**config.mk**
```make
export PLATFORM = sky130hd
export DESIGN_NAME = elevator_ctrl
export DESIGN_NICKNAME = d
export VERILOG_FILES = /design/src/rtl/elevator_ctrl.sv
export SDC_FILE = /design/constraint.sdc
export NUM_CORES = 1
export LEC_CHECK = 0
export CORE_MARGIN = 1
export CORE_UTILIZATION = 39
export DETAILED_ROUTE_END_ITERATION = 16
export GPL_ROUTABILITY_DRIVEN = 0
export HOLD_SLACK_MARGIN = 0.1
export PLACE_DENSITY = 0.66
export SYNTH_ARGS = -nofsm -noshare
export SYNTH_HDL_FRONTEND = slang
export SYNTH_SLANG_ARGS = --single-unit
```
**constraint.sdc**
```tcl
create_clock -name clk -period 5.99 [get_ports clk]
set_input_delay 1.797 -clock clk [delete_from_list [all_inputs] [get_ports clk]]
set_output_delay 1.797 -clock clk [all_outputs]
set_load 0.05 [all_outputs]
```
**src/rtl/elevator_ctrl.sv**
```systemverilog
// elevator_ctrl: SCAN-order car controller with timed floor travel and door dwell.
// Define ELEV_OBSTRUCT_EN to add the obstruct input and the sticky obstruct_alarm output.
module elevator_ctrl #(
    parameter int NUM_FLOORS  = 8,
    parameter int MOVE_CYCLES = 4,
    parameter int DOOR_CYCLES = 3,
    localparam int FW         = $clog2(NUM_FLOORS)
) (
    input  logic                  clk,
    input  logic                  rst_n,
    input  logic                  req_valid,
    input  logic [FW-1:0]         req_floor,
    input  logic                  door_hold,
`ifdef ELEV_OBSTRUCT_EN
    input  logic                  obstruct,
    output logic                  obstruct_alarm,
`endif
    output logic [FW-1:0]         floor,
    output logic                  door,
    output logic                  moving,
    output logic [1:0]            dir,
    output logic [NUM_FLOORS-1:0] pending,
    output logic                  req_err
);

    localparam int MCW = (MOVE_CYCLES > 1) ? $clog2(MOVE_CYCLES) : 1;
    localparam int DCW = (DOOR_CYCLES > 1) ? $clog2(DOOR_CYCLES) : 1;

    localparam logic [MCW-1:0] MOVE_LOAD = MCW'(MOVE_CYCLES - 1);
    localparam logic [DCW-1:0] DOOR_LOAD = DCW'(DOOR_CYCLES - 1);
    localparam logic [FW:0]    NF_W      = (FW + 1)'(NUM_FLOORS);
    localparam logic [FW-1:0]  TOP_FLOOR = FW'(NUM_FLOORS - 1);

    localparam logic [1:0] ST_IDLE = 2'd0;
    localparam logic [1:0] ST_MOVE = 2'd1;
    localparam logic [1:0] ST_OPEN = 2'd2;

    logic [1:0]            state_q, state_d;
    logic [FW-1:0]         floor_q, floor_d;
    logic [NUM_FLOORS-1:0] pending_q, pending_d;
    logic                  req_err_q, req_err_d;
    logic                  last_dir_q, last_dir_d;
    logic [MCW-1:0]        mcnt_q, mcnt_d;
    logic [DCW-1:0]        dtmr_q, dtmr_d;

    logic                  req_ok;
    logic                  same_floor;
    logic [NUM_FLOORS-1:0] req_bit;
    logic [NUM_FLOORS-1:0] cur_bit;
    logic [NUM_FLOORS-1:0] pend_in;
    logic [NUM_FLOORS-1:0] arrive_bit;
    logic [NUM_FLOORS-1:0] ahead_n;
    logic [FW-1:0]         floor_n;
    logic                  at_end;
    logic                  hold_in;
    logic                  move_ok;

    function automatic logic [NUM_FLOORS-1:0] onehot(input logic [FW-1:0] f);
        logic [NUM_FLOORS-1:0] m;
        for (int unsigned i = 0; i < NUM_FLOORS; i++) m[i] = (FW'(i) == f);
        return m;
    endfunction

    function automatic logic [NUM_FLOORS-1:0] above_of(input logic [FW-1:0] f);
        logic [NUM_FLOORS-1:0] m;
        for (int unsigned i = 0; i < NUM_FLOORS; i++) m[i] = (FW'(i) > f);
        return m;
    endfunction

    function automatic logic [NUM_FLOORS-1:0] below_of(input logic [FW-1:0] f);
        logic [NUM_FLOORS-1:0] m;
        for (int unsigned i = 0; i < NUM_FLOORS; i++) m[i] = (FW'(i) < f);
        return m;
    endfunction

`ifdef ELEV_OBSTRUCT_EN
    localparam int OCW = $clog2(4 * DOOR_CYCLES);
    localparam logic [OCW-1:0] OBS_LAST = OCW'(4 * DOOR_CYCLES - 1);

    logic [OCW-1:0] ocnt_q, ocnt_d;
    logic           alarm_q, alarm_d;

    // Consecutive-cycle counter saturates; alarm is sticky until reset.
    always_comb begin
        ocnt_d  = '0;
        alarm_d = alarm_q;
        if (obstruct) begin
            ocnt_d = (ocnt_q == OBS_LAST) ? ocnt_q : ocnt_q + 1'b1;
            if (ocnt_q == OBS_LAST) alarm_d = 1'b1;
        end
    end

    always_ff @(posedge clk or negedge rst_n) begin
        if (!rst_n) begin
            ocnt_q  <= '0;
            alarm_q <= 1'b0;
        end else begin
            ocnt_q  <= ocnt_d;
            alarm_q <= alarm_d;
        end
    end

    assign hold_in        = door_hold | obstruct;
    assign move_ok        = ~alarm_q;
    assign obstruct_alarm = alarm_q;
`else
    assign hold_in = door_hold;
    assign move_ok = 1'b1;
`endif

    always_comb begin
        req_err_d  = req_valid && ({1'b0, req_floor} >= NF_W);
        req_ok     = req_valid && !req_err_d;
        req_bit    = req_ok ? onehot(req_floor) : '0;
        same_floor = req_ok && (req_floor == floor_q);
        cur_bit    = onehot(floor_q);
        pend_in    = pending_q | req_bit;
        at_end     = last_dir_q ? (floor_q == TOP_FLOOR) : (floor_q == '0);
        floor_n    = last_dir_q ? floor_q + 1'b1 : floor_q - 1'b1;
        arrive_bit = onehot(floor_n);
        ahead_n    = last_dir_q ? above_of(floor_n) : below_of(floor_n);

        state_d    = state_q;
        floor_d    = floor_q;
        pending_d  = pending_q;
        last_dir_d = last_dir_q;
        mcnt_d     = mcnt_q;
        dtmr_d     = dtmr_q;

        case (state_q)
            ST_IDLE: begin
                pending_d = pend_in & ~cur_bit;
                if (same_floor || (|(pending_q & cur_bit))) begin
                    state_d = ST_OPEN;
                    dtmr_d  = DOOR_LOAD;
                end else if ((|pending_q) && move_ok) begin
                    state_d = ST_MOVE;
                    mcnt_d  = MOVE_LOAD;
                    // Keep the previous direction if anything lies that way, else reverse.
                    if (last_dir_q) last_dir_d = |(pending_q & above_of(floor_q));
                    else            last_dir_d = ~(|(pending_q & below_of(floor_q)));
                end
            end
            ST_MOVE: begin
                pending_d = pend_in;
                if (mcnt_q != '0) begin
                    mcnt_d = mcnt_q - 1'b1;
                end else if (at_end) begin
                    state_d = ST_IDLE;
                end else begin
                    floor_d = floor_n;
                    // A request for the arriving floor on this edge is absorbed by the arrival.
                    if (|(pend_in & arrive_bit)) begin
                        state_d   = ST_OPEN;
                        pending_d = pend_in & ~arrive_bit;
                        dtmr_d    = DOOR_LOAD;
                    end else if (|(pend_in & ahead_n)) begin
                        mcnt_d = MOVE_LOAD;
                    end else begin
                        state_d = ST_IDLE;
                    end
                end
            end
            ST_OPEN: begin
                pending_d = pend_in & ~cur_bit;
                if (hold_in || same_floor) begin
                    dtmr_d = DOOR_LOAD;
                end else if (dtmr_q == '0) begin
                    state_d = ST_IDLE;
                end else begin
                    dtmr_d = dtmr_q - 1'b1;
                end
            end
            default: begin
                state_d = ST_IDLE;
            end
        endcase
    end

    always_ff @(posedge clk or negedge rst_n) begin
        if (!rst_n) begin
            state_q    <= ST_IDLE;
            floor_q    <= '0;
            pending_q  <= '0;
            req_err_q  <= 1'b0;
            last_dir_q <= 1'b1;
            mcnt_q     <= '0;
            dtmr_q     <= '0;
        end else begin
            state_q    <= state_d;
            floor_q    <= floor_d;
            pending_q  <= pending_d;
            req_err_q  <= req_err_d;
            last_dir_q <= last_dir_d;
            mcnt_q     <= mcnt_d;
            dtmr_q     <= dtmr_d;
        end
    end

    assign floor   = floor_q;
    assign door    = (state_q == ST_OPEN);
    assign moving  = (state_q == ST_MOVE);
    assign dir     = (state_q == ST_MOVE) ? (last_dir_q ? 2'b01 : 2'b10) : 2'b00;
    assign pending = pending_q;
    assign req_err = req_err_q;

endmodule

```
==> impl_results.md <==
* Clock tree from TritonCTS: built
* Die span in y at 69.12 um
* Start-to-end type of the worst setup path: input port to flip-flop
* Number of flops mapped to enable cells by yosys at 0
* Area fraction of the dominant cell type after synthesis at 0.2422
* Main combinational cell family by area after synthesis: compound AO/OA/AOI/OAI gates
* Average wire length per cell after detail routing at 17.93 um
* Via count normalized by instance count at 6.157
* Post-Synthesis Net Count at 239
* Detailed Route Iter0 Violations at 204
* Net count of the finished layout at 250
* Commonest register cell after synthesis: sky130_fd_sc_hd__dfrtp_1
* Clock-pin slew of the registers on the worst-case setup and hold paths at 0.07 ns
* Setup crit start kind: input port
* Post-CTS Repair Setup Buffers at 0
* Reg-to-reg critical path startpoint: floor[1]$_DFFE_PN0P_
* Number of buffers on the longest clock path at 2
* Area used by multi-input combinational logic at 0.001170 mm^2
* Clock buffer count from CTS at 3
* Final critical-path share of the clock period at 0.7014
* Master cell of the clock root buffer: sky130_fd_sc_hd__clkbuf_8
* Maximum fanout along the worst path at 11
* Horizontal die dimension at 69.12 um
* Max-slew violations at 0
* Synth cell types at 60
* Most instantiated library cell after synthesis: sky130_fd_sc_hd__nand2_1
* Post-CTS sizing at 0
* Final Hold Viols at 0
* F_max at 238.0 MHz
* Worst-case clock skew at 0.004236 ns
* Antenna violations before repair at 0
* Post-layout min period at 4.202 ns
* Starting utilization of the core area at 0.4034
* Setup violators final at 0
* Total number of placement rows at 24
* Required time worst endpoint at 6.09 ns
* Floorplan die area at 0.004777 mm^2
* Filler cell count in the final layout at 415
* Number of input and output port buffers inserted at 21
* Cell types with the largest area share after synthesis: sky130_fd_sc_hd__dfrtp_1 24%, sky130_fd_sc_hd__a21oi_1 6.0%, sky130_fd_sc_hd__ha_1 5.7%
* Pin count of the biggest net entering global routing at 23
* Cts-stage hold buffer count at 0
* HPWL after DPL at 3607 um
* H-tree levels at 1
* Commonest cells in the netlist: 23 x sky130_fd_sc_hd__nand2_1, 21 x sky130_fd_sc_hd__a21oi_1, 20 x sky130_fd_sc_hd__nor2_1
* Min-delay worst type: flip-flop to flip-flop
* Run status: completed
* Total Neg Setup Slack at 0 ns
* Sinks on Clock Net at 18
* Adder-cell share of the synthesized area at 0.05698
* Count of antenna-violating nets left after detailed routing at 0
* Aggregate global-route resource usage at 0.2175
* XOR/XNOR Fraction of Synth Area at 0.03917
* Final wirelength at 5127 um
* Area of the mapped netlist at 0.001757 mm^2
* Arrival time at the worst endpoint at 4.31 ns
* Number of remaining DRC errors at 0
* RSZ-0062 raised after global routing: false
* Total area of sequential cells at 451.7 um^2
* Gate count of the mapped netlist at 224
* Yosys Warn Count at 0
* Via count of the first global-routing pass at 1594
* CP Capture Type: flip-flop
* Worst slew margin relative to its limit at 0.4419
* First-pass iteration count of the detailed router at 4
* Measured slew at the worst slew-check pin at 0.8345 ns
* Io pins at 23
* Proportion of register bits with asynchronous set or reset after synthesis at 1.000
* Library cell with the largest summed area after synthesis: sky130_fd_sc_hd__dfrtp_1
* Area growth, synth to finish at 14.74%
* Share of final-layout standard cells stronger than drive strength 1 at 0.07692
* Sequential area share after synthesis at 0.2571
* Origin of the worst setup path: req_floor[1]
* Post-synthesis share of cell area spent on and, or, nand and nor gates at 0.2030
* Portion of netlist area occupied by mux cells at 0.03775
* Via count of the routed design at 1761
* FF+latch count, synth at 18
* Post-Syn Area per Cell at 7.842 um^2
* Max-capacitance violation count at 0
* First-pass GRT wire length at 8314 um
* CORE AREA at 0.004354 mm^2
* ANT cells at 0
* Share of the synthesized area in compound gates (AO/OA/AOI/OAI) at 0.3269
* Clock latency on the worst-skew pair at 0.26 ns
* Startpoint of the lowest-slack hold path: mcnt_q[0]$_DFFE_PN0P_
* Global route overflow at 0
[worst max-delay path, cell delays in order]
cell	delay, ns
sky130_fd_sc_hd__clkdlybuf4s50_1	0.61
sky130_fd_sc_hd__nor4bb_1	0.51
sky130_fd_sc_hd__o211ai_1	0.13
sky130_fd_sc_hd__o311ai_1	0.11
sky130_fd_sc_hd__nand2_1	0.13
sky130_fd_sc_hd__and3_1	0.25
sky130_fd_sc_hd__nor4_1	0.56
sky130_fd_sc_hd__a31oi_1	0.20
[flip-flops by register name, indices dropped and copies added, names as in the netlist]
| signal | flops |
|---|---|
| pending | 8 |
| last_dir_q | 1 |
| state_q | 2 |
| dtmr_q | 2 |
| floor | 3 |
| mcnt_q | 2 |
[worst paths after layout]
path / endpoint / slack (ns) / depth (start not counted)
max in group asynchronous: mcnt_q[1]$_DFFE_PN0P_ / 3.46 / 1
hold reg to reg: mcnt_q[0]$_DFFE_PN0P_ / 0.47 / 1
setup / recovery: pending[0]$_DFFE_PN0P_ / 1.79 / 8
setup reg to reg: pending[0]$_DFFE_PN0P_ / 2.46 / 9
hold / removal: mcnt_q[0]$_DFFE_PN0P_ / 0.47 / 1
min in group asynchronous: pending[2]$_DFFE_PN0P_ / 2.01 / 1
[per-layer routing]
metal,track usage,routed length (um)
met1,0.3239,2455
met2,0.3215,2231
met3,0.02047,306
met4,0.08617,134
met5,0,0
[cell type report]
cell class                 count  share of cell area
multi-input combinational    175              0.5804
sequential                    18              0.2241
timing repair buffer          22              0.1080
tap                           52             0.03228
inverter                      15             0.02793
clock buffer                   4             0.02731
[cell usage in the layout, fill, tap and decap left out, types with 2 or more instances in the layout]
cell / netlist / final
sky130_fd_sc_hd__a2111oi_0: 2 / 2
sky130_fd_sc_hd__a211oi_1: 6 / 6
sky130_fd_sc_hd__a21oi_1: 21 / 21
sky130_fd_sc_hd__a221oi_1: 2 / 2
sky130_fd_sc_hd__a31oi_1: 9 / 9
sky130_fd_sc_hd__a41oi_1: 4 / 4
sky130_fd_sc_hd__and2_1: 2 / 2
sky130_fd_sc_hd__and3_1: 2 / 2
sky130_fd_sc_hd__clkbuf_8: 0 / 4
sky130_fd_sc_hd__clkdlybuf4s50_1: 0 / 21
sky130_fd_sc_hd__dfrtp_1: 17 / 17
sky130_fd_sc_hd__ha_1: 8 / 8
sky130_fd_sc_hd__inv_1: 13 / 13
sky130_fd_sc_hd__inv_2: 2 / 2
sky130_fd_sc_hd__mux2i_1: 4 / 4
sky130_fd_sc_hd__nand2_1: 23 / 23
sky130_fd_sc_hd__nand2b_1: 3 / 3
sky130_fd_sc_hd__nand3_1: 2 / 2
sky130_fd_sc_hd__nand3b_1: 3 / 3
sky130_fd_sc_hd__nor2_1: 20 / 20
sky130_fd_sc_hd__nor2b_1: 4 / 4
sky130_fd_sc_hd__nor4bb_1: 2 / 2
sky130_fd_sc_hd__o211ai_1: 4 / 4
sky130_fd_sc_hd__o21ai_0: 11 / 11
sky130_fd_sc_hd__o21ai_1: 5 / 5
sky130_fd_sc_hd__o22ai_1: 2 / 2
sky130_fd_sc_hd__o311ai_1: 3 / 3
sky130_fd_sc_hd__xnor2_1: 5 / 5
[cell families (layout without fill, tap and decap cells)]
kind of cell    Yosys count  count (layout)
other cells               1               1
buf+inv                  31              41
compound gates           83              83
simple gates             70              70
fa+ha+maj                 8               8
mux                       6               6
flops                    18              18
xor+xnor                  7               7
[metrics by stage]
| stage | hold slack (ns) | worst slack (ns) | utilization | instance area (um^2) | std cells |
|---|---|---|---|---|---|
| 2_1_floorplan | 0.4404 | 2.342 | - | 1757 | 224 |
| 3_3_place_gp | 0.4603 | 1.660 | 0.4503 | 1961 | 282 |
| 3_5_place_dp | 0.4613 | 1.625 | 0.4503 | 1961 | 282 |
| 4_1_cts | 0.4708 | 1.854 | 0.4629 | 2016 | 286 |
| 5_1_grt | 0.5151 | 1.656 | 0.4629 | 2016 | 286 |
| 6_report | 0.4696 | 1.788 | 0.4629 | 2016 | 286 |
Power is not shown: default switching activity piles up to over one toggle a cycle in this logic, so the estimate is an artifact.
